## src/rtl/cdc_pkg.sv

```systemverilog
// Shared definitions for the 4-phase req/ack CDC transmitter and its matching receiver.
package cdc_pkg;

    localparam int unsigned CDC_PS_DEFAULT = 2;
    localparam int unsigned CDC_DW_DEFAULT = 32;

    typedef enum logic [1:0] {
        IDLE = 2'd0,
        REQ  = 2'd1,
        DROP = 2'd2
    } cdc_state_e;

endpackage

```

## src/rtl/cdc_sync_sreset.sv

```systemverilog
// PS-stage single-bit level synchronizer with synchronous active-high reset.
module cdc_sync_sreset #(
    parameter int unsigned PS = 2
) (
    input  logic clk,
    input  logic reset,
    input  logic din,
    output logic dout
);

    logic [PS-1:0] sync_q;
    logic [PS-1:0] sync_d;

    always_comb begin
        sync_d = {sync_q[PS-2:0], din};
    end

    always_ff @(posedge clk) begin
        if (reset) begin
            sync_q <= '0;
        end else begin
            sync_q <= sync_d;
        end
    end

    assign dout = sync_q[PS-1];

endmodule

```

## src/rtl/cdc_hs_tx.sv

```systemverilog
// Source side of a 4-phase req/ack handshake: captures a word, raises req, waits for
// the synchronized ack to rise and then fall, and pulses done when the cycle closes.
module cdc_hs_tx
    import cdc_pkg::*;
#(
    parameter int unsigned DW = CDC_DW_DEFAULT,
    parameter int unsigned PS = CDC_PS_DEFAULT
) (
    input  logic          clk,
    input  logic          reset,
    input  logic          in_valid,
    input  logic [DW-1:0] in_data,
    output logic          in_ready,
    output logic          tx_req,
    output logic [DW-1:0] tx_data,
    input  logic          tx_ack,
    output logic          done,
    output logic          busy
);

    cdc_state_e    state_q, state_d;
    logic          tx_req_q, tx_req_d;
    logic [DW-1:0] tx_data_q, tx_data_d;
    logic          done_q, done_d;
    logic          ack_s;

    cdc_sync_sreset #(
        .PS(PS)
    ) u_ack_sync (
        .clk  (clk),
        .reset(reset),
        .din  (tx_ack),
        .dout (ack_s)
    );

    // Next-state logic; tx_data only ever loads on an IDLE accept.
    always_comb begin
        state_d   = state_q;
        tx_req_d  = tx_req_q;
        tx_data_d = tx_data_q;
        done_d    = 1'b0;
        unique case (state_q)
            IDLE: begin
                if (in_valid) begin
                    tx_data_d = in_data;
                    tx_req_d  = 1'b1;
                    state_d   = REQ;
                end
            end
            REQ: begin
                if (ack_s) begin
                    tx_req_d = 1'b0;
                    state_d  = DROP;
                end
            end
            DROP: begin
                if (!ack_s) begin
                    done_d  = 1'b1;
                    state_d = IDLE;
                end
            end
            default: begin
                tx_req_d = 1'b0;
                state_d  = IDLE;
            end
        endcase
    end

    always_ff @(posedge clk) begin
        if (reset) begin
            state_q   <= IDLE;
            tx_req_q  <= 1'b0;
            tx_data_q <= '0;
            done_q    <= 1'b0;
        end else begin
            state_q   <= state_d;
            tx_req_q  <= tx_req_d;
            tx_data_q <= tx_data_d;
            done_q    <= done_d;
        end
    end

    assign in_ready = (state_q == IDLE);
    assign busy     = (state_q != IDLE);
    assign tx_req   = tx_req_q;
    assign tx_data  = tx_data_q;
    assign done     = done_q;

endmodule

```

## config.mk

```make
export PLATFORM = sky130hd
export DESIGN_NAME = cdc_hs_tx
export DESIGN_NICKNAME = d
export VERILOG_FILES = /design/src/rtl/cdc_pkg.sv /design/src/rtl/cdc_sync_sreset.sv /design/src/rtl/cdc_hs_tx.sv
export SDC_FILE = /design/constraint.sdc
export NUM_CORES = 1
export LEC_CHECK = 0
export BUFFER_PORTS_ARGS = -buffer_cell sky130_fd_sc_hd__buf_2
export CORE_MARGIN = 2
export CORE_UTILIZATION = 40
export DETAILED_ROUTE_END_ITERATION = 10
export PLACE_DENSITY = 0.85
export SYNTH_ARGS = -nofsm -noshare
export SYNTH_HDL_FRONTEND = slang
export SYNTH_SLANG_ARGS = --single-unit
```

## constraint.sdc

```tcl
create_clock -name clk -period 1.4 [get_ports clk]
set_input_delay 0.07 -clock clk [delete_from_list [all_inputs] [get_ports clk]]
set_output_delay 0.07 -clock clk [all_outputs]
set_load 0.02 [all_outputs]
```

==> impl_metrics.json <==
{
  "fin_area_mm2": 0.00225,
  "r2r-end": "tx_data[15]",
  "rows": 21,
  "dr.pass1.iters": 4,
  "hold_depth": 3,
  "r2r_start": "state_q[0]",
  "power_density_mw_per_mm2": 1070,
  "drv_cap": 0,
  "critPathKind": "register to output port",
  "antenna_left": 0,
  "clock.fmax_mhz": 762,
  "start_util_pct": 42.2,
  "htreeDepth": 2,
  "yosysSeqAreaShare_pct": 53.7,
  "min_period_over_period_pct": 93.7,
  "die_w_um": 63.5,
  "fin_util_pct": 67.0,
  "grt_remaining_overflow": 0,
  "worstPathArrival_ps": 1240,
  "place_inst": 275,
  "yosys.area.top_type": "dfxtp_1",
  "n_fill_cell": 301,
  "port_buffers": 71,
  "synth_area_leaders": "dfxtp_1, nand2_1, a21oi_1, a21oi_2, nand2_2",
  "synth.cell_area_mm2": 0.00142,
  "cts_root_buf": "clkbuf_4",
  "ys_ff_latch": 38,
  "slew_viol_final": 0,
  "drt_wl_total_mm": 3.78,
  "tightest_slew_ps": 420,
  "grt_max_degree": 26,
  "clock-sinks": 38,
  "grt_pass1_vias": 1422,
  "drc": 0,
  "core_mm2": 0.00336,
  "viasPerCell": 4.48,
  "final_nets": 305,
  "clock_latency_ps": 350,
  "fin_cells": 316,
  "diodes": 0,
  "synth_top_area_share_pct": 53.7,
  "clk_path_buf_depth": 2,
  "wl_per_cell_um": 12.0,
  "holdCritStartpoint": "in_valid",
  "synth_warnings": 0,
  "cts_setup_buffers": 0,
  "holdPathEnd": "state_q[0]",
  "cellLeakagePower_nw": 1.02,
  "max_slew_margin_pct": 72.0,
  "reg2reg_slack_ps": 170,
  "hold_violations": 0,
  "skew_ps": 7.85,
  "finalSetupTns_ps": 0,
  "area_growth_pct": 59.0,
  "period_minus_slack_ps": 1310,
  "yosysUniqueCellTypes": 20,
  "synth.avg_cell_area_um2": 8.70,
  "total_power_w": 0.00241,
  "io_pins": 72,
  "ff2ff_path_depth": 4,
  "dieArea_mm2": 0.00404,
  "cp_max_fo": 6,
  "setup_viol": 0,
  "syn_inst": 163,
  "cp-end-kind": "output port",
  "ir_worst_vdd_mv": 0.565,
  "clkTransAtPathRegs_ps": 110,
  "synth_nets": 199,
  "drive_above_1_share_pct": 40.7,
  "worstPathRequired_ps": 1330,
  "gp_routability_congestion": 0.662,
  "die-height_um": 63.5,
  "num_vias": 1415,
  "worst_setup_path_start_kind": "register",
  "grt_pass1_wl_mm": 6.18,
  "antenna_found_initial": 0,
  "hold_path_class": "input pin to register",
  "grt_setup_unrepaired": "no",
  "track_usage_pct": 20.1,
  "dp_hpwl_mm": 2.16,
  "cts_made_buffers": 5,
  "cts_tree": "built",
  "status": "completed",
  "place_area_mm2": 0.00183,
  "first_iter_violations": 93
}
where the power goes:
group	internal (W)	switching (W)
clock network	0.000375	0.000375
logic	0.000224	0.000255
registers	0.00115	0.0000340
total	0.00175	0.000664
stage by stage:
stage | setup slack [ps] | hold WS (ps)
after CTS | 62.8 | 60.9
after global routing | 32.6 | 81.6
after detailed placement | 216 | 282
after global placement | 236 | 277
after floorplan | 88.3 | 198
final | 88.3 | 68.2
synth_stat cells (all sizes together):
library cell	n
nor3b	1
dfxtp	38
clkbuf	4
nor2	1
mux2i	1
inv	3
xnor2	1
or3b	1
nor3	2
nand2	64
nand3	1
o31ai	1
a21oi	33
nor2b	2
or2	1
nor4	1
buf	8
flip-flops by register name, summed over array words and instances (netlist names):
| signal | cells |
|---|---|
| state_q | 2 |
| done | 1 |
| tx_data | 32 |
| tx_req | 1 |
| u_ack_sync.sync_q | 2 |
kinds of logic after synthesis:
logic type / Yosys count / synth area share [%]
buffers and inverters: 15 / 6.88
AOI/OAI and AO/OA: 34 / 14.8
xor gates and xnor gates: 1 / 0.618
and+or+nand+nor: 74 / 23.3
muxes: 1 / 0.706
DFF: 38 / 53.7
per-layer routing:
| layer | global-route usage (%) | part of all wire [%] |
|---|---|---|
| met1 | 20.2 | 39 |
| met2 | 37.6 | 54 |
| met4 | 9.78 | 1.2 |
| met3 | 5.54 | 5.7 |
| met5 | 0 | 0 |
how the worst max path moves through the flow:
stage | from | endpoint | cells after the start
5_1_grt | state_q[0] | in_ready | 4
2_1_floorplan | state_q[0] | tx_data[21] | 6
6_report | state_q[0] | busy | 3
3_5_place_dp | state_q[0] | tx_data[6] | 4
3_3_place_gp | state_q[0] | tx_data[30] | 4
4_1_cts | state_q[0] | busy | 3
worst max-delay path: stages, from the launching register on:
cell	delay [ps]
dfxtp_2	330
buf_4	160
or2_4	260
buf_4	160
layout make-up:
class / count / area (µm²) / area share, %
repair buffers: 111 / 772 / 34.3
flip-flops and latches: 38 / 762 / 33.8
multi-input cells: 110 / 568 / 25.2
well taps: 46 / 57.6 / 2.55
clock inverters: 3 / 45.0 / 2.00
clock buffers: 5 / 37.5 / 1.67
inverters: 3 / 11.3 / 0.500
timing repair:
action | in CTS | in global routing
resized for setup | 6 | 0
hold endpoints to repair | 33 | 0
hold buffers | 33 | 0
endpoints found under the setup margin | 1 | 0
layout by cell type, fill, tap and decap left out, drive strengths merged:
cell         instances
clkbuf               5
nand3                1
o31ai                1
nor3                 2
a21oi               33
nor4                 1
clkinvlp             2
nor3b                1
dfxtp               38
bufinv               1
nor2                 1
inv                  3
nor2b                2
dlygate4sd3         33
buf                 78
or3b                 1
xnor2                1
nand2               64
or2                  1
mux2i                1
No activity file was read; power rests on OpenSTA's default activity.
